**config.mk**
```make
export PLATFORM = sky130hd
export DESIGN_NAME = sha256_msg_padder
export DESIGN_NICKNAME = d
export VERILOG_FILES = /design/src/rtl/sha256_pkg.sv /design/src/rtl/sha256_byte_packer.sv /design/src/rtl/sha256_msg_padder.sv
export SDC_FILE = /design/constraint.sdc
export NUM_CORES = 1
export LEC_CHECK = 0
export CORE_ASPECT_RATIO = 0.9
export CORE_MARGIN = 4
export CORE_UTILIZATION = 50
export DETAILED_ROUTE_END_ITERATION = 12
export GPL_TIMING_DRIVEN = 0
export HOLD_SLACK_MARGIN = 0.03
export MAX_ROUTING_LAYER = met4
export PLACE_DENSITY = 0.7
export SLEW_MARGIN = 20
export SYNTH_ARGS = -nofsm -noshare
export SYNTH_HDL_FRONTEND = slang
export SYNTH_SLANG_ARGS = --single-unit
```
**constraint.sdc**
```tcl
create_clock -name clk -period 3.09 [get_ports clk]
set_clock_uncertainty 0.15 [all_clocks]
set_input_delay 0.618 -clock clk [delete_from_list [all_inputs] [get_ports clk]]
set_output_delay 0.618 -clock clk [all_outputs]
set_load 0.01 [all_outputs]
```
**src/rtl/sha256_pkg.sv**
```systemverilog
// Constants and FSM encoding shared between the SHA-256 message padder and the compression core.
package sha256_pkg;

  localparam int         SHA_BLOCK_WORDS = 16;
  localparam logic [7:0] SHA_PAD_BYTE    = 8'h80;
  localparam logic [5:0] SHA_LEN_POS     = 6'd56;

  typedef enum logic [1:0] {
    S_MSG,
    S_PAD80,
    S_ZERO,
    S_LEN
  } pad_state_e;

  // Byte idx of the 64-bit length field, MSB first (idx 0 -> bits[63:56]).
  function automatic logic [7:0] len_byte(input logic [63:0] bits, input logic [2:0] idx);
    logic [5:0] sh;
    sh = {3'(3'd7 - idx), 3'b000};
    return 8'(bits >> sh);
  endfunction

endpackage

```
**src/rtl/sha256_byte_packer.sv**
```systemverilog
// Packs a byte-per-cycle stream into big-endian 32-bit words behind a one-entry valid/ready slot,
// tagging each word with its position inside the 16-word block.
module sha256_byte_packer
  import sha256_pkg::*;
(
  input  logic        clk,
  input  logic        reset,
  input  logic        byte_valid,
  input  logic [7:0]  byte_data,
  input  logic        byte_len_last,
  input  logic        out_ready,
  output logic        slot_free,
  output logic        out_valid,
  output logic [31:0] out_word,
  output logic        out_first,
  output logic        out_block_end,
  output logic        out_msg_end
);

  // Only the three pending bytes need storage; the fourth arrives with the load.
  logic [23:0] sr_q, sr_d;
  logic [1:0]  idx_q, idx_d;
  logic [3:0]  wcnt_q, wcnt_d;
  logic        valid_q, valid_d;
  logic [31:0] word_q, word_d;
  logic        first_q, first_d;
  logic        bend_q, bend_d;
  logic        mend_q, mend_d;

  always_comb begin
    slot_free = !valid_q | out_ready;
    sr_d      = sr_q;
    idx_d     = idx_q;
    wcnt_d    = wcnt_q;
    valid_d   = valid_q;
    word_d    = word_q;
    first_d   = first_q;
    bend_d    = bend_q;
    mend_d    = mend_q;

    if (valid_q && out_ready) valid_d = 1'b0;

    if (byte_valid && slot_free) begin
      if (idx_q == 2'd3) begin
        word_d  = {sr_q, byte_data};
        valid_d = 1'b1;
        first_d = (wcnt_q == 4'd0);
        bend_d  = (wcnt_q == 4'(SHA_BLOCK_WORDS - 1));
        mend_d  = (wcnt_q == 4'(SHA_BLOCK_WORDS - 1)) & byte_len_last;
        wcnt_d  = wcnt_q + 4'd1;
        idx_d   = 2'd0;
      end else begin
        sr_d  = {sr_q[15:0], byte_data};
        idx_d = idx_q + 2'd1;
      end
    end
  end

  always_ff @(posedge clk) begin
    if (reset) begin
      sr_q    <= '0;
      idx_q   <= '0;
      wcnt_q  <= '0;
      valid_q <= 1'b0;
      word_q  <= '0;
      first_q <= 1'b0;
      bend_q  <= 1'b0;
      mend_q  <= 1'b0;
    end else begin
      sr_q    <= sr_d;
      idx_q   <= idx_d;
      wcnt_q  <= wcnt_d;
      valid_q <= valid_d;
      word_q  <= word_d;
      first_q <= first_d;
      bend_q  <= bend_d;
      mend_q  <= mend_d;
    end
  end

  assign out_valid     = valid_q;
  assign out_word      = word_q;
  assign out_first     = first_q;
  assign out_block_end = bend_q;
  assign out_msg_end   = mend_q;

endmodule

```
**src/rtl/sha256_msg_padder.sv**
```systemverilog
// Turns a raw message byte stream into FIPS 180-4 padded 512-bit blocks for the SHA-256 core.
// The FSM generates one byte per cycle (message, 0x80, zero fill, length) into the packer.
module sha256_msg_padder
  import sha256_pkg::*;
#(
  parameter int LEN_W = 64
) (
  input  logic        clk,
  input  logic        reset,
  input  logic        in_valid,
  output logic        in_ready,
  input  logic [7:0]  in_data,
  input  logic        in_last,
  input  logic        in_empty,
  output logic        out_valid,
  input  logic        out_ready,
  output logic [31:0] out_word,
  output logic        out_first,
  output logic        out_block_end,
  output logic        out_msg_end,
  output logic        busy
);

  localparam int CNT_W = LEN_W - 3;

  pad_state_e       state_q, state_d;
  logic [CNT_W-1:0] byte_cnt_q, byte_cnt_d;
  logic [5:0]       blk_pos_q, blk_pos_d;
  logic [2:0]       len_idx_q, len_idx_d;
  logic             in_msg_q, in_msg_d;

  logic             slot_free;
  logic             gen_valid;
  logic [7:0]       gen_byte;
  logic             gen_len_last;
  logic [63:0]      len_bits;

  always_comb begin
    state_d      = state_q;
    byte_cnt_d   = byte_cnt_q;
    blk_pos_d    = blk_pos_q;
    len_idx_d    = len_idx_q;
    in_msg_d     = in_msg_q;
    gen_valid    = 1'b0;
    gen_byte     = 8'h00;
    gen_len_last = 1'b0;
    len_bits     = 64'({byte_cnt_q, 3'b000});
    in_ready     = (state_q == S_MSG) & slot_free & !reset;

    unique case (state_q)
      S_MSG: begin
        // An empty beat without in_last is dropped: accepted, no state change.
        if (in_valid && in_ready) begin
          if (!in_empty) begin
            gen_valid  = 1'b1;
            gen_byte   = in_data;
            byte_cnt_d = byte_cnt_q + CNT_W'(1);
            blk_pos_d  = blk_pos_q + 6'd1;
            in_msg_d   = 1'b1;
          end
          if (in_last) begin
            state_d  = S_PAD80;
            in_msg_d = 1'b0;
          end
        end
      end
      S_PAD80: begin
        if (slot_free) begin
          gen_valid = 1'b1;
          gen_byte  = SHA_PAD_BYTE;
          blk_pos_d = blk_pos_q + 6'd1;
          state_d   = S_ZERO;
        end
      end
      S_ZERO: begin
        // When 0x80 landed past the length slot this wraps through 63 -> 0 into a fresh block.
        if (slot_free) begin
          if (blk_pos_q == SHA_LEN_POS) begin
            state_d = S_LEN;
          end else begin
            gen_valid = 1'b1;
            blk_pos_d = blk_pos_q + 6'd1;
          end
        end
      end
      S_LEN: begin
        if (slot_free) begin
          gen_valid = 1'b1;
          gen_byte  = len_byte(len_bits, len_idx_q);
          blk_pos_d = blk_pos_q + 6'd1;
          len_idx_d = len_idx_q + 3'd1;
          if (len_idx_q == 3'd7) begin
            gen_len_last = 1'b1;
            byte_cnt_d   = '0;
            blk_pos_d    = '0;
            len_idx_d    = '0;
            state_d      = S_MSG;
          end
        end
      end
      default: state_d = S_MSG;
    endcase
  end

  always_ff @(posedge clk) begin
    if (reset) begin
      state_q    <= S_MSG;
      byte_cnt_q <= '0;
      blk_pos_q  <= '0;
      len_idx_q  <= '0;
      in_msg_q   <= 1'b0;
    end else begin
      state_q    <= state_d;
      byte_cnt_q <= byte_cnt_d;
      blk_pos_q  <= blk_pos_d;
      len_idx_q  <= len_idx_d;
      in_msg_q   <= in_msg_d;
    end
  end

  sha256_byte_packer u_packer (
    .clk           (clk),
    .reset         (reset),
    .byte_valid    (gen_valid),
    .byte_data     (gen_byte),
    .byte_len_last (gen_len_last),
    .out_ready     (out_ready),
    .slot_free     (slot_free),
    .out_valid     (out_valid),
    .out_word      (out_word),
    .out_first     (out_first),
    .out_block_end (out_block_end),
    .out_msg_end   (out_msg_end)
  );

  // Busy covers data intake, padding, and the final word still waiting in the output slot.
  assign busy = (state_q != S_MSG) | in_msg_q | (out_valid & out_msg_end);

endmodule

```
==> Word-level counts from Yosys, hierarchy flattened <==
Cells that the tools add are included.
{ "word_totals": {"reg_bits": 139, "wordCells": 104} }
{ "op_classes": {"n_addsub": 6, "n_eq_ne": 17, "shift": 1, "mux": 42, "bitwise_logic": 8, "n_reduce_logical": 17} }
{ "op_table": {"columns": ["op", "count"], "rows": [
  ["$mux 61", 4],
  ["$pmux 61 s2", 1],
  ["$shr 64x6->8", 1],
  ["$add 61x1->61 const B", 1],
  ["$mux 6", 7],
  ["$mux 8", 4],
  ["$pmux 6 s4", 1],
  ["$pmux 8 s3", 1],
  ["$ne 2x2->1 const B", 9],
  ["$mux 2", 8],
  ["$mux 1", 13],
  ["$pmux 2 s4", 1],
  ["$reduce_and 7->1", 1],
  ["$add 6x1->6 const B", 1],
  ["$eq 2x2->1 const B", 3],
  ["$eq 6x6->1 const B", 1],
  ["$reduce_and 2->1", 3],
  ["$reduce_and 6->1", 1],
  ["$reduce_and 5->1", 1],
  ["$add 4x1->4 const B", 1],
  ["$and 1x1->1", 4],
  ["$eq 4x4->1 const B", 1],
  ["$logic_not 4->1", 1],
  ["$reduce_bool 2->1", 2],
  ["other kinds (15)", 20]
]} }

==> Logic depth before layout (Yosys ltp) <==
Gate-level depths: netlist of the first run.
{ "depth": {"depth_word": 9, "depth_mapped": 10} }

==> Modules after synthesis <==
From an unflattened synthesis of the first run, not the netlist that was laid out.
{ "hier_totals": {"cells_unflattened": 831, "hier_area_um2": 7035.5} }
{ "by_module_without_submodules": {"columns": ["mod", "instances", "cells_each", "area_each_um2", "seq_area_each_um2"], "rows": [
  ["sha256_msg_padder", 1, 532, 4377.9, 1461.4],
  ["sha256_byte_packer", 1, 299, 2657.5, 1321.3]
]} }

==> Worst setup path before layout of the first run <==
OpenSTA, ideal clock, no wires.
{ "synth_timing": {"path_kind": "input port to flip-flop", "startpoint": "input reset", "endpoint": "register byte_cnt_q[53]", "setup_ns": 0.070, "t_arrival_ns": 2.357, "required_time_ns": 2.870, "path_slack_ns": 0.513, "cell_stages": 6, "path_buffers": 1, "cell_sequence": "buf_6 or3b_4 a221oi_4 nand4_4 or4_1 a21oi_1"} }
{ "synth_between": {"elab_chain_len": 5} }
{ "synth_rtl": {"columns": ["item", "line", "rtl"], "rows": [
  ["start: declaration", "sha256_msg_padder.sv:9", "input logic reset,"],
  ["$logic_not 1->1", "sha256_msg_padder.sv:48", "in_ready = (state_q == S_MSG) & slot_free & !reset;"],
  ["$and 1x1->1", "sha256_msg_padder.sv:48", null],
  ["$logic_and 1x1->1", "sha256_msg_padder.sv:53", "if (in_valid && in_ready) begin"],
  ["$ne 2x1->1 (no source line)", null, null],
  ["$reduce_and 5->1 (no source line)", null, null],
  ["end signal: assignment", "sha256_msg_padder.sv:114", "byte_cnt_q <= byte_cnt_d;"],
  ["end: declaration", "sha256_msg_padder.sv:27", "logic [CNT_W-1:0] byte_cnt_q, byte_cnt_d;"]
]} }
Several ways; a longest one is shown, not always the timed one.
A chain may end at the register's enable or synchronous reset.

==> Worst setup path after layout of the first run <==
{ "layout_timing": {"startpoint": "register len_idx_q[1]", "endpoint": "register byte_cnt_q[46]"} }
{ "layout_between": {"elab_chain_len": 3} }
{ "layout_rtl": {"columns": ["item", "line", "rtl"], "rows": [
  ["start: declaration", "sha256_msg_padder.sv:29", "logic [2:0] len_idx_q, len_idx_d;"],
  ["start signal: assignment", "sha256_msg_padder.sv:116", "len_idx_q <= len_idx_d;"],
  ["$eq 3x3->1", "sha256_msg_padder.sv:92", "if (len_idx_q == 3'd7) begin"],
  ["$ne 2x2->1 (no source line)", null, null],
  ["$reduce_and 5->1 (no source line)", null, null]
]} }
No other way between the ends.

==> results of run 1 <==
==> area by class of cell <==
class                           count  area [sq um]
Inverter                           19         71.32
Clock buffer                       19         442.9
Tap cell                          168         210.2
Multi-Input combinational cell    602          3699
Sequential cell                   139          2783
Buffer                             59         250.2
Fill cell                        1166          5204
Clock inverter                     12         125.1
Timing Repair Buffer               52         528.0
==> repair_timing <==
action                                  in CTS  in global routing
buffers inserted                             2                  0
pin swaps                                    1                  0
endpoints found under the setup margin      52                 78
resized for setup                            3                 17
endpoints found under the hold margin        0                  0
hold buffers                                 0                  0
==> cells by family (layout without fill, tap and decap cells) <==
| group | Yosys count | in the layout | synth area share, % |
|---|---|---|---|
| and+or+nand+nor | 293 | 293 | 23.65 |
| AOI/OAI and AO/OA | 244 | 244 | 20.48 |
| DFF | 139 | 139 | 41.03 |
| buffers and inverters | 78 | 161 | 4.520 |
| muxes | 30 | 30 | 5.018 |
| xor gates and xnor gates | 21 | 21 | 2.712 |
| adders and majority gates | 14 | 14 | 2.583 |
==> power by group <==
part | internal [uW] | total [uW] | switching (uW)
clock network | 1200 | 1980 | 782
logic | 447 | 1370 | 918
registers | 1890 | 1980 | 90.7
total | 3530 | 5320 | 1790
==> per-layer routing <==
| metal | up-vias | part of all wire, % |
|---|---|---|
| met4 | 0 | 1.6 |
| li1 | 3171 | - |
| met3 | 31 | 8.3 |
| met1 | 3225 | 46 |
| met2 | 279 | 44 |
| met5 | - | 0 |
==> stage by stage <==
stage | total power [uW] | hold slack, ns | setup slack [ns] | instances | TNS [ns]
floorplan | 2877 | 0.2900 | 0.5129 | 819 | 0
global placement | 3209 | 0.3015 | -0.3172 | 1037 | -25.26
global route | 5576 | 0.3443 | -0.004268 | 1070 | -0.004268
finish | 5320 | 0.3186 | 0.1184 | 1070 | 0
CTS | 5287 | 0.3167 | 0.03222 | 1070 | 0
detailed placement | 3257 | 0.3088 | -0.4142 | 1037 | -34.24
==> worst max-delay path: stages, from the launching register on <==
cell and delay (ns):
dfxtp_1 0.52, ha_1 0.24, ha_1 0.24, nand2_1 0.20
a221oi_4 0.37, buf_12 0.17, a21o_1 0.11, clkbuf_1 0.31
clkbuf_1 0.42, a21oi_1 0.09
==> flip-flops by register name, summed over array words and instances, names as in the netlist <==
| signal | count |
|---|---|
| byte_cnt_q | 61 |
| u_packer.out_word | 32 |
| u_packer.sr_q | 24 |
| blk_pos_q | 6 |
| u_packer.wcnt_q | 4 |
| len_idx_q | 3 |
| state_q | 2 |
| u_packer.idx_q | 2 |
| in_msg_q | 1 |
| u_packer.out_block_end | 1 |
| u_packer.out_first | 1 |
| u_packer.out_msg_end | 1 |
| u_packer.out_valid | 1 |
==> how the worst max path moves through the flow <==
stage / from / end / slack (ns)
2_1_floorplan: reset / byte_cnt_q[53]$_SDFFE_PP0P_ / 0.51
3_3_place_gp: in_valid / byte_cnt_q[6]$_SDFFE_PP0P_ / -0.32
3_5_place_dp: in_valid / byte_cnt_q[8]$_SDFFE_PP0P_ / -0.41
4_1_cts: state_q[0]$_SDFFE_PP0P_ / u_packer.out_msg_end$_SDFFE_PP0P_ / 0.03
5_1_grt: state_q[0]$_SDFFE_PP0P_ / u_packer.out_word[29]$_SDFFE_PP0P_ / -0.004
6_report: len_idx_q[1]$_SDFFE_PP0P_ / byte_cnt_q[46]$_SDFFE_PP0P_ / 0.12
==> synthesized netlist by cell type (all sizes together) (14+ instances only) <==
| library cell | instances |
|---|---|
| dfxtp | 139 |
| a21oi | 114 |
| nand4 | 23 |
| mux2i | 25 |
| nand2 | 31 |
| nor3 | 35 |
| nand3 | 77 |
| clkbuf | 51 |
| ha | 14 |
| or3 | 38 |
| o21ai | 83 |
| nor2 | 39 |
| inv | 18 |
==> out/qor.yml, run 1 <==
yosys:
  async_flop_share_pct: 0
  syn_inst: 819
  ys_top_cells_by_area: "dfxtp_1 41%, a21oi_1 8.4%, o21ai_0 6.1%"
  synth_cell_types: 55
  yosysTopAreaCellShare_pct: 41.03
  yosysSeqAreaShare_pct: 41.03
  yosys_warnings: 0
  synth_area_per_cell_sq_um: 8.280
  synth_area_leader_cell: "dfxtp_1"
  synth_edf_count: 0
  synthFlopType: "dfxtp_1"
  synth_nets: 847
  synth_area_sq_um: 6782
  ys_ff_latch: 139
critical_path:
  end_kind: "flip-flop"
  reg2reg_from: "len_idx_q[1]$_SDFFE_PP0P_"
  r2r-end: "byte_cnt_q[46]$_SDFFE_PP0P_"
  crit_fanout: 10
  setup.worst_path.class: "flip-flop to flip-flop"
  crit_required_ns: 3.23
  cp-start-kind: "flip-flop"
  worstPathArrival_ns: 3.11
  rrSetupSlack_ns: 0.12
  r2r_cells: 9
flow_run:
  drv_cap: 0
grt:
  grtUsageMet3_pct: 5.920
  grt_overflow_total: 0
  grt_pass1_wl_um: 31770
  antenna_found_initial: 0
  grt_max_degree: 17
  grt_pass1_vias: 6206
  gr-usage-met1_pct: 38.22
  globalRouteMet2Util_pct: 36.70
  busiest_layer: "met1"
  track_usage_pct: 26.34
detailed_routing:
  dr.pass1.iters: 5
  final_antenna_net_count: 0
  via_count: 6706
  vias_per_cell: 6.267
  drt_iter0_markers: 590
  wire_per_inst_um: 18.26
  drcViolationCount: 0
  wl_um: 19540
layout:
  diodes: 0
  area_growth_syn_to_layout_pct: 19.58
  nets: 918
  drive_gt1_share_pct: 7.761
  fin_area_sq_um: 8109
  fin_util_pct: 60.91
  final_common_cell: "dfxtp_1"
  final_cell_mix: "139 x dfxtp_1, 114 x a21oi_1, 83 x o21ai_0"
place:
  placed_area_sq_um: 7498
  dp_hpwl_um: 14050
  routabilityCongestion: 0.9503
  numPortBuffers: 50
pwr:
  p_per_area_nw_per_um2: 656.0
  vdd_drop_max_uv: 442.9
  leakage_uw: 0.002541
floorplan:
  die_area_sq_um: 15490
  core_sq_um: 13310
  num_rows: 40
  io_pins: 52
  die_h_um: 118.5
  start_util_pct: 50.94
  dieWidth_um: 130.8
clock_tree:
  cts.sinks: 139
  cts_buffers: 17
  clk_latency_ns: 0.43
  cts_root_buf: "clkbuf_16"
  cts_tree: "built"
  htree_levels: 4
  ctsLongestPathBuffers: 2
  path_clk_slew_ns: 0.06
status:
  outcome: "finished, final reports clean"
min_path:
  hp-class: "flip-flop to flip-flop"
  worstHoldStart: "u_packer.sr_q[20]$_SDFFE_PP0P_"
  hold_end: "u_packer.out_word[28]$_SDFFE_PP0P_"
  hold_depth: 2
timing:
  drv_slew: 0
  fin_crit_sh_pct: 96.17
  hold_viol: 0
  max_freq_ghz: 0.3365
  setup_viol: 0
  tightest_slew_ns: 1.058
  fin_crit_ns: 2.972
  slew_headroom_pct: 28.94
No activity file was read; power rests on OpenSTA's default activity.
==> inputs of run 2 (changes only) <==
Settings changed: CORE_ASPECT_RATIO 0.9 to not set, CORE_UTILIZATION 50 to 59, PLACE_DENSITY 0.7 to 0.8.
==> run 2 against run 1 <==
- power down 2.1%
- die area shrank 14%
- global-route usage up 3.9 points
- register-to-register slack better by 0.09 ns
- worst hold slack lost 0.0013 ns
- sequential cell count unchanged
- sequential share of layout area grew 0.29 points
- via count is 0.55% lower
- clock power is 4% lower
- largest cell class unchanged
==> out/qor.yml, run 2 (same netlist as run 1, synthesis figures left out) <==
place:
  numPortBuffers: 50  # unchanged
  dp_hpwl_um: 13680  # -2.7%
  placed_area_sq_um: 7457  # -0.55%
  routabilityCongestion: 0.9613  # +1.2%
layout:
  nets: 917  # -0.11%
  area_growth_syn_to_layout_pct: 18.62
  max_flop_register: "byte_cnt_q"
  largest_reg_flops: 61  # unchanged
  final_common_cell: "dfxtp_1"
  final_cell_mix: "138 x dfxtp_1, 114 x a21oi_1, 83 x o21ai_0"
  drive_gt1_share_pct: 7.206  # -0.55 points
  fin_area_sq_um: 8044  # -0.80%
  diodes: 0  # unchanged
clock_tree:
  cts.sinks: 139  # unchanged
  ctsLongestPathBuffers: 2  # unchanged
  cts_root_buf: "clkbuf_16"
  cts_buffers: 17  # unchanged
  path_clk_slew_ns: 0.05  # about the same
  htree_levels: 4  # unchanged
  clk_latency_ns: 0.42  # about the same
  cts_tree: "built"
pwr:
  switching_share_pct: 33.05  # -0.60 points
  p_int_uw: 3487  # -1.2%
  combinationalPowerShare_pct: 25.5  # -0.2 points
  vdd_drop_max_uv: 780.1  # +76%
  leakage_uw: 0.002526  # -0.60%
  p_per_area_nw_per_um2: 647.5  # -1.3%
  p_clk_share_pct: 36.6  # -0.6 points
  switching_power_uw: 1721  # -3.8%
  power_frac_seq_pct: 37.9  # +0.8 points
timing:
  slew_headroom_pct: 24.37  # -4.6 points
  fin_crit_sh_pct: 95.38  # -0.79 points
  fin_crit_ns: 2.947  # -0.02434 ns
  max_freq_ghz: 0.3393  # +0.83%
  rsz0062_at_grt: "false"
  setup_viol: 0  # unchanged
  drv_slew: 0  # unchanged
  tightest_slew_ns: 1.124  # +0.06631 ns
  hold_viol: 0  # unchanged
  tns_ns: 0  # unchanged
floorplan:
  start_util_pct: 61.48  # +11 points
  num_rows: 38  # -5.0%
  core_sq_um: 11030  # -17%
  io_pins: 52  # unchanged
  die_area_sq_um: 13270  # -14%
  die_h_um: 115.2  # -2.8%
  dieWidth_um: 115.2  # -12%
grt:
  grt_pass1_wl_um: 31300  # -1.5%
  grt_pass1_vias: 6450  # +3.9%
  busiest_layer: "met2"
  gr-usage-met1_pct: 36.40  # -1.8 points
  track_usage_pct: 30.21  # +3.9 points
  globalRouteMet2Util_pct: 49.42  # +13 points
  grtUsageMet3_pct: 5.737  # -0.18 points
  antenna_found_initial: 0  # unchanged
  grt_max_degree: 17  # unchanged
  grt_overflow_total: 0  # unchanged
critical_path:
  end_kind: "output port"
  cp-start-kind: "primary input"
  setup.worst_path.class: "primary input to output port"
  worstPathArrival_ns: 2.18  # -0.93 ns
  crit_fanout: 10  # unchanged
  crit_required_ns: 2.32  # -0.91 ns
detailed_routing:
  final_antenna_net_count: 0  # unchanged
  drcViolationCount: 0  # unchanged
  wire_per_inst_um: 18.17  # -0.46%
  vias_per_cell: 6.400  # +2.1%
  wl_um: 18940  # -3.1%
  dr.pass1.iters: 7  # +2
  drt_iter0_markers: 725  # +23%
  via_count: 6669  # -0.55%
status:
  outcome: "finished, final reports clean"
flow_run:
  drv_cap: 0  # unchanged
min_path:
  hp-class: "flip-flop to flip-flop"
[run 2: cell types whose count changed in the layout (fill, tap and decap cells not counted), moves of 2 or more]
cell	previous run	this run
clkinvlp_4	3	1
clkinv_4	2	0
clkbuf_8	1	3
clkbuf_1	41	46
clkbuf_2	12	8
[run 2: timing repair]
item / CTS / global route
pin swaps: 1 / 0
gates resized for setup: 3 / 12
buffers inserted: 2 / 0
endpoints found under the setup margin: 60 / 77
hold buffers: 0 / 0
[run 2: metrics by stage]
stage	util, %	std cells	total power, uW	hold WS (ns)	worst slack, ns
global placement	67.60	1009	3191	0.3008	-0.4622
global route	72.92	1042	5450	0.3389	0.02281
floorplan	-	819	2877	0.2900	0.5129
finish	72.92	1042	5208	0.3173	0.1428
CTS	72.87	1043	5182	0.3159	0.1059
detailed placement	67.60	1009	3243	0.3099	-0.5474
[run 2: metal layers]
layer / vias to the layer above / routed length [um]
li1: 3169 / -
met4: 0 / 627
met2: 315 / 9263
met1: 3128 / 7570
met5: - / 0
met3: 57 / 1476
[run 2: area by class of cell]
cell class	instances	area [sq um]
multi-input combinational	602	3695
fill	874	2987
sequential	139	2784
timing repair buffer	52	528.0
clock buffer	24	481.7
buffer	58	241.5
tap	140	175.2
inverter	19	71.32
clock inverter	8	67.56
[run 2: critical path: stages]
cell	delay [ns]
buf_6	0.11
clkbuf_1	0.37
clkbuf_1	0.47
nor2_1	0.11
clkdlybuf4s50_1	0.50
[run 2: power groups by stage]
stage	clock (uW)	combinational (uW)	sequential, uW
3_3_place_gp	0	1190	2000
3_5_place_dp	0	1240	2010
4_1_cts	1910	1300	1970
5_1_grt	2000	1460	1980
6_report	1910	1330	1970
2_1_floorplan	0	898	1980
[run 2: final timing paths]
path	cells after the start	endpoint	slack, ns	start
hold / removal	2	u_packer.out_word[30]$_SDFFE_PP0P_	0.32	u_packer.sr_q[22]$_SDFFE_PP0P_
setup / recovery	5	in_ready	0.14	reset
hold reg to reg	2	u_packer.out_word[30]$_SDFFE_PP0P_	0.32	u_packer.sr_q[22]$_SDFFE_PP0P_
setup reg to reg	6	byte_cnt_q[28]$_SDFFE_PP0P_	0.21	byte_cnt_q[9]$_SDFFE_PP0P_
==> inputs of run 3 (changes only) <==
Settings changed: SLEW_MARGIN 20 to not set, TNS_END_PERCENT set to 20.
==> run 3 against run 2 <==
- worst hold slack barely moved
- first-iteration DRC count rose by 1.4%
- non-clock buffer count did not move
- global-route usage fell by 0.079 points
- setup slack got worse by 0.014 ns
- power rose by 0.29%
- count of clock-buffer cells in the layout did not move
- register-to-register slack got worse by 0.04 ns
- design area barely moved
==> out/qor.yml, run 3 (same netlist as run 1, synthesis figures left out) <==
layout:
  fin_area_sq_um: 8041  # about the same
  final_cell_mix: "138 x dfxtp_1, 114 x a21oi_1, 83 x o21ai_0"
  nets: 917  # unchanged
  max_flop_register: "byte_cnt_q"
  diodes: 0  # unchanged
  largest_reg_flops: 61  # unchanged
  drive_gt1_share_pct: 7.206  # unchanged
  final_common_cell: "dfxtp_1"
  area_growth_syn_to_layout_pct: 18.58  # about the same
  fin_util_pct: 72.90  # about the same
place:
  dp_hpwl_um: 13680  # unchanged
  routabilityCongestion: 0.9613  # unchanged
  numPortBuffers: 50  # unchanged
  placed_area_sq_um: 7457  # unchanged
timing:
  hold_viol: 0  # unchanged
  hold_ws_ns: 0.3173  # -0.000004000 ns
  slew_headroom_pct: 24.42  # +0.046 points
  max_freq_ghz: 0.3377  # -0.46%
  rsz0062_at_grt: "false"
  tightest_slew_ns: 1.123  # -0.0006919 ns
  fin_crit_ns: 2.961  # +0.01371 ns
  fin_crit_sh_pct: 95.82  # +0.44 points
  setup_viol: 0  # unchanged
  drv_slew: 0  # unchanged
critical_path:
  crit_required_ns: 2.32  # about the same
  cp_common_cell: "clkbuf_1"
  rrSetupSlack_ns: 0.17  # -0.04 ns
  max_stage_delay_ns: 0.50  # about the same
  slowest_stage: "clkdlybuf4s50_1"
  setup.worst_path.class: "primary input to output port"
  cp_top_family: "buffers and inverters"
  worstPathArrival_ns: 2.19  # about the same
  crit_buf_inv: 4  # unchanged
  cp_cell_sequence: "buf_6 > clkbuf_1 > clkbuf_1 > nor2_1 > clkdlybuf4s50_1"
  end_kind: "output port"
  cp-start-kind: "primary input"
  crit_fanout: 10  # unchanged
detailed_routing:
  drcViolationCount: 0  # unchanged
  via_count: 6704  # +0.52%
  wire_per_inst_um: 18.29  # +0.65%
  vias_per_cell: 6.434  # +0.52%
  final_antenna_net_count: 0  # unchanged
  dr.pass1.iters: 6  # -1
  drt_iter0_markers: 735  # +1.4%
  wl_um: 19060  # +0.65%
min_path:
  hp-class: "flip-flop to flip-flop"
clock_tree:
  cts_tree: "built"
  cts_buffers: 17  # unchanged
  ctsLongestPathBuffers: 2  # unchanged
  cts.sinks: 139  # unchanged
  cts_root_buf: "clkbuf_16"
  clk_latency_ns: 0.43  # about the same
  htree_levels: 4  # unchanged
  path_clk_slew_ns: 0.06  # about the same
floorplan:
  num_rows: 38  # unchanged
  core_sq_um: 11030  # unchanged
  io_pins: 52  # unchanged
  start_util_pct: 61.48  # unchanged
  die_h_um: 115.2  # unchanged
  die_area_sq_um: 13270  # unchanged
  dieWidth_um: 115.2  # unchanged
pwr:
  p_int_uw: 3481  # -0.18%
  switching_share_pct: 33.36  # +0.31 points
  switching_power_uw: 1743  # +1.2%
  p_per_area_nw_per_um2: 649.5  # +0.32%
  total_power_uw: 5223  # +0.29%
  p_clk_share_pct: 36.6  # about the same
  combinationalPowerShare_pct: 25.6  # about the same
  leakage_uw: 0.002525  # about the same
  power_frac_seq_pct: 37.8  # about the same
  vdd_drop_max_uv: 778.2  # -0.24%
grt:
  grt_pass1_wl_um: 31230  # -0.22%
  antenna_found_initial: 0  # unchanged
  grt_overflow_total: 0  # unchanged
  grt_pass1_vias: 6450  # unchanged
  grt_max_degree: 17  # unchanged
  track_usage_pct: 30.13  # -0.079 points
flow_run:
  drv_cap: 0  # unchanged
status:
  outcome: "finished, final reports clean"
[run 3: worst min-delay path: stages (launching register included)]
cell and delay [ns]:
dfxtp_1 0.31, nand3_1 0.06, a21oi_1 0.05
[run 3: power by group through the flow]
| stage | combinational (uW) | sequential (uW) | clock (uW) |
|---|---|---|---|
| floorplan | 898 | 1980 | 0 |
| global placement | 1190 | 2000 | 0 |
| detailed placement | 1240 | 2010 | 0 |
| CTS | 1250 | 1970 | 1910 |
| global route | 1460 | 1980 | 2000 |
| finish | 1340 | 1970 | 1910 |
[run 3: area by class of cell]
type | instances | area, sq um
clock inverters | 8 | 67.56
fillers | 872 | 2989
well taps | 140 | 175.2
plain buffers | 59 | 246.5
multi-input cells | 602 | 3695
flip-flops and latches | 139 | 2784
clock buffers | 24 | 481.7
inverters | 19 | 71.32
repair buffers | 51 | 520.5
[run 3: stage by stage]
step,worst slack (ns),instances,setup TNS [ns]
after global routing,0.002957,1042,0
after global placement,-0.4622,1009,-27.13
after detailed placement,-0.5474,1009,-38.48
after floorplan,0.5129,819,0
final,0.1291,1042,0
after CTS,0.01062,1041,0
[run 3: timing repair]
| action | in CTS | in global routing |
|---|---|---|
| setup endpoints to repair | 60 | 115 |
| setup buffers | 0 | 1 |
| pin swaps | 1 | 1 |
| hold buffers | 0 | 0 |
| resized for setup | 6 | 9 |
[run 3: path summary, 6_finish.rpt]
path                                  startpoint                                 end  cells past startpoint
setup reg to reg      byte_cnt_q[8]$_SDFFE_PP0P_         byte_cnt_q[28]$_SDFFE_PP0P_                      6
hold reg to reg   u_packer.sr_q[22]$_SDFFE_PP0P_  u_packer.out_word[30]$_SDFFE_PP0P_                      2
setup / recovery                           reset                            in_ready                      5
hold / removal    u_packer.sr_q[22]$_SDFFE_PP0P_  u_packer.out_word[30]$_SDFFE_PP0P_                      2
[run 3: layer usage]
| metal | track usage, % | vias up | wire length, um |
|---|---|---|---|
| li1 | - | 3160 | - |
| met1 | 36.33 | 3210 | 7847 |
| met2 | 49.15 | 280 | 9263 |
| met3 | 5.842 | 54 | 1310 |
| met4 | 12.91 | 0 | 639 |
| met5 | - | - | 0 |
==> edit 1, RTL diff (flow settings as in run 3) <==
The 4 states of `pad_state_e` get a one-hot encoding in 4 bits.
--- a/src/rtl/sha256_pkg.sv
+++ b/src/rtl/sha256_pkg.sv
@@ -5,11 +5,11 @@
   localparam logic [7:0] SHA_PAD_BYTE    = 8'h80;
   localparam logic [5:0] SHA_LEN_POS     = 6'd56;
 
-  typedef enum logic [1:0] {
-    S_MSG,
-    S_PAD80,
-    S_ZERO,
-    S_LEN
+  typedef enum logic [3:0] {
+    S_MSG   = 4'b0001,
+    S_PAD80 = 4'b0010,
+    S_ZERO  = 4'b0100,
+    S_LEN   = 4'b1000
   } pad_state_e;
 
   // Byte idx of the 64-bit length field, MSB first (idx 0 -> bits[63:56]).
Function: same outputs for any inputs over 4 cycles, from zero or initial values and one cycle with reset high; so few cycles prove little.
==> edit 1 against run 3 <==
- setup slack lost 0.059 ns
- final cell count shrank 0.58%
- sequential cell count up 2
- synthesized area increased by 4.0%
- non-clock buffer count increased by 6
- routed wire length grew 14%
- design area rose by 4.1%
Power is not compared: it rests on default switching activity, and its combinational part moved more than twofold at a synthesized area within 25%.
==> edit 1: results <==
metrics = {
    "cts": {
        "clock_sinks": 141,
        "cts_buffer_depth": 2,
    },
    "global_routing": {
        "grt_pass1_vias": 6714,
        "grt_use_met1_pct": 37.1,
        "grt_util_met2_pct": 53.1,
        "grt_usage_pct": 32.1,
        "grt_pass1_wl_um": 34700,
        "grt_use_met3_pct": 7.99,
    },
    "cells_and_area": {
        "n_fill_cell": 878,
        "layout.nets": 902,
        "nClkBuffers": 19,
        "regArea_um2": 2820,
        "drive_gt1_share_pct": 12.0,
        "buffer_area_share_pct": 9.39,
        "clock_area_share_pct": 6.83,
        "buffers": 116,
    },
    "logic_synthesis": {
        "async_reset_ff_share_pct": 0,
        "syn-num-nets": 830,
        "synth_common_cells": "dfxtp_1 (141), a21oi_1 (80), nand2_1 (70)",
        "seq_area_frac_synth_pct": 40.0,
        "yosysUniqueCellTypes": 59,
        "syn-mean-instance-area_um2": 8.73,
    },
    "route": {
        "dr_wl_met2_um": 10600,
        "drt-met1-wl_um": 8740,
        "post_drt_wl_per_cell_um": 21.0,
        "drt_iter0_markers": 640,
        "met3_length_um": 1640,
        "vias_per_cell": 6.78,
        "routed_wl_um": 21700,
    },
    "critical_path": {
        "arrival_ns": 2.25,
        "r2r_setup_slack_ns": 0.09,
        "reg2reg_to": "u_packer.sr_q[20]",
        "max_stage_delay_ns": 0.48,
        "reg2reg_from": "state_q[3]",
        "start_kind": "input pin",
        "rr_worst_depth": 8,
    },
    "floorplanning": {
        "num_rows": 39,
    },
    "place": {
        "place_area_um2": 7740,
        "dpl.hpwl_um": 16100,
        "placed_cells": 1002,
        "place.gp.congestion": 0.998,
    },
    "timing": {
        "fin_crit_sh_pct": 97.7,
        "worst_slew_pin_slew_ns": 1.02,
    },
    "status": {
        "outcome": "completed",
    },
    "power_and_ir_drop": {
        "pg_comb_mw": 0.247,
    },
}
[edit 1: worst reg2reg max path: cells and delay by family (launching register included)]
kind / cells / cell delay, ns
compound gates: 1 / 0.24
buf+inv: 3 / 0.63
flops: 1 / 0.30
mux: 1 / 0.21
simple gates: 3 / 1.39
[edit 1: metrics by stage]
stage / hold slack, ns / utilization (%)
2_1_floorplan: 0.286 / -
3_3_place_gp: 0.292 / 66.9
3_5_place_dp: 0.317 / 66.9
4_1_cts: 0.326 / 72.0
5_1_grt: 0.345 / 72.4
6_report: 0.321 / 72.4
[edit 1: what timing repair did]
item                                   in CTS  in global routing
setup endpoints to repair                  45                 93
endpoints found under the hold margin       0                  0
gates resized for setup                     5                 24
pin swaps                                   2                  0
buffers inserted                            2                  0
cloned                                      0                  0
[edit 1: how the worst min path moves through the flow]
stage | start | to | slack [ns] | cells past startpoint
2_1_floorplan | u_packer.idx_q[1] | u_packer.idx_q[1] | 0.29 | 2
3_3_place_gp | u_packer.idx_q[1] | u_packer.idx_q[1] | 0.29 | 2
3_5_place_dp | u_packer.out_first | u_packer.out_first | 0.32 | 2
4_1_cts | u_packer.out_first | u_packer.out_first | 0.33 | 2
5_1_grt | u_packer.out_first | u_packer.out_first | 0.34 | 2
6_report | u_packer.out_first | u_packer.out_first | 0.32 | 2
[edit 1: logic make-up (layout without fill, tap and decap cells)]
family                     after synthesis  in the layout  share of synthesized area, %
and+or+nand+nor                        305            305                          23.9
AOI/OAI and AO/OA                      225            225                          21.3
DFF                                    141            141                          40.0
buffers and inverters                   82            167                          4.54
muxes                                   38             38                          7.70
xor gates and xnor gates                 9              9                          1.12
adders and majority gates                8              8                          1.42
==> edit 2, RTL diff (flow settings as in run 3) <==
Made on the original files. `LEN_W`: 64 -> 32.
--- a/src/rtl/sha256_msg_padder.sv
+++ b/src/rtl/sha256_msg_padder.sv
@@ -3,7 +3,7 @@
 module sha256_msg_padder
   import sha256_pkg::*;
 #(
-  parameter int LEN_W = 64
+  parameter int LEN_W = 32
 ) (
   input  logic        clk,
   input  logic        reset,
Behaviour: no difference found for any inputs over 4 cycles, from zero or initial values and one cycle with reset high; that may be too few to reach the edited logic, so the function may still have changed.
==> edit 2 against run 3 <==
- critical path depth unchanged
- combinational power down 10%
- synthesized area down 25%
- design area down 27%
- power down 32%
- routed wire length down 35%
- setup slack worse by 0.00082 ns
- sequential cell count down 32
==> edit 2: results <==
metrics = {
    "cts": {
        "postCtsSetupBuffers": 0,
        "cts_resized": 0,
        "h-tree-depth": 3,
        "worst_skew_pair.late_latency_ns": 0.38,
        "cts_root_buffer": "clkbuf_8",
        "clk_pin_slew_worst_paths_ns": 0.11,
    },
    "critical_path": {
        "max_stage_delay_ns": 0.54,
        "cp_slowest_cell": "clkdlybuf4s50_1",
        "arrival_ns": 2.19,
    },
    "power_and_ir_drop": {
        "p_per_area_nw_per_um2": 601,
        "peakVddDrop_v": 0.000369,
        "leakage_nw": 1.94,
    },
    "cells_and_area": {
        "buffer_area_share_pct": 11.5,
        "layout.nets": 670,
        "buffers": 88,
        "seq_share_pct": 36.3,
        "n_fill_cell": 665,
        "largest_reg_flops": 32,
        "clock_area_share_pct": 3.08,
        "nClkBuffers": 9,
        "multi_input_area_share_pct": 46.1,
        "n_all_inverters": 12,
        "drive_gt1_share_pct": 6.35,
        "multi_input_gates": 424,
    },
    "place": {
        "dpl.hpwl_um": 9290,
        "place.gp.congestion": 0.926,
        "io_buffers": 51,
        "place_area_um2": 5710,
        "dp_worst_setup_slack_ns": -0.190,
        "placed_cells": 736,
    },
    "route": {
        "met3_length_um": 504,
        "routed_wl_um": 12400,
        "post_drt_wl_per_cell_um": 16.6,
        "drt_iter0_markers": 223,
        "firstDrtPassIters": 5,
        "drt-met1-wl_um": 5470,
        "vias_per_cell": 6.01,
        "dr_wl_met2_um": 6160,
    },
    "global_routing": {
        "grt_util_met2_pct": 44.2,
        "grt_pass1_wl_um": 20900,
        "grt_use_met1_pct": 31.8,
        "grt_usage_pct": 26.2,
        "grt_use_met3_pct": 3.39,
        "grt_pass1_vias": 4386,
        "antenna_found_initial": 0,
        "grt_max_degree": 20,
    },
    "logic_synthesis": {
        "seq_area_frac_synth_pct": 42.2,
        "syn-mean-instance-area_um2": 8.74,
        "yosysUniqueCellTypes": 57,
        "synth-seq-cells": 107,
        "syn-num-nets": 608,
        "synthMuxAreaShare_pct": 7.94,
        "synth-compound-area-share_pct": 17.9,
        "synth_common_cells": "dfxtp_1 (107), o21ai_0 (62), a21oi_1 (60)",
        "synth_xor_area_share_pct": 1.38,
        "synth_fa_ha_area_share_pct": 3.45,
        "ys_top_cells_by_area": "dfxtp_1 (42%), o21ai_0 (6.1%), a21oi_1 (5.9%)",
    },
    "min_path": {
        "hold_class": "register to register",
    },
    "timing": {
        "worst_slew_pin_slew_ns": 0.597,
    },
    "status": {
        "outcome": "completed",
    },
}
-- edit 2: changes by cell type in the layout (fill, tap and decap cells not counted), moves of 24 or more --
cell / before / now
dfxtp_1: 138 / 107
or3_1: 38 / 14
nand2b_1: 2 / 29
nor3_1: 35 / 7
nand3_1: 75 / 43
a21oi_1: 114 / 60
-- edit 2: power breakdown --
part / switching, mW / internal [mW] / total (mW) / leakage, nW
logic: 0.767 / 0.437 / 1.20 / 0.980
clock network: 0.532 / 0.310 / 0.842 / 0.0941
registers: 0.0555 / 1.44 / 1.50 / 0.863
-- edit 2: worst paths after layout --
kind                                        from                     to  slack (ns)  depth (start not counted)
worst max-delay path                   out_ready               in_ready        0.13                          5
worst min-delay path            u_packer.sr_q[8]  u_packer.out_word[16]        0.32                          2
worst max register to register        state_q[1]  u_packer.out_word[28]        0.28                          8
worst min register to register  u_packer.sr_q[8]  u_packer.out_word[16]        0.32                          2
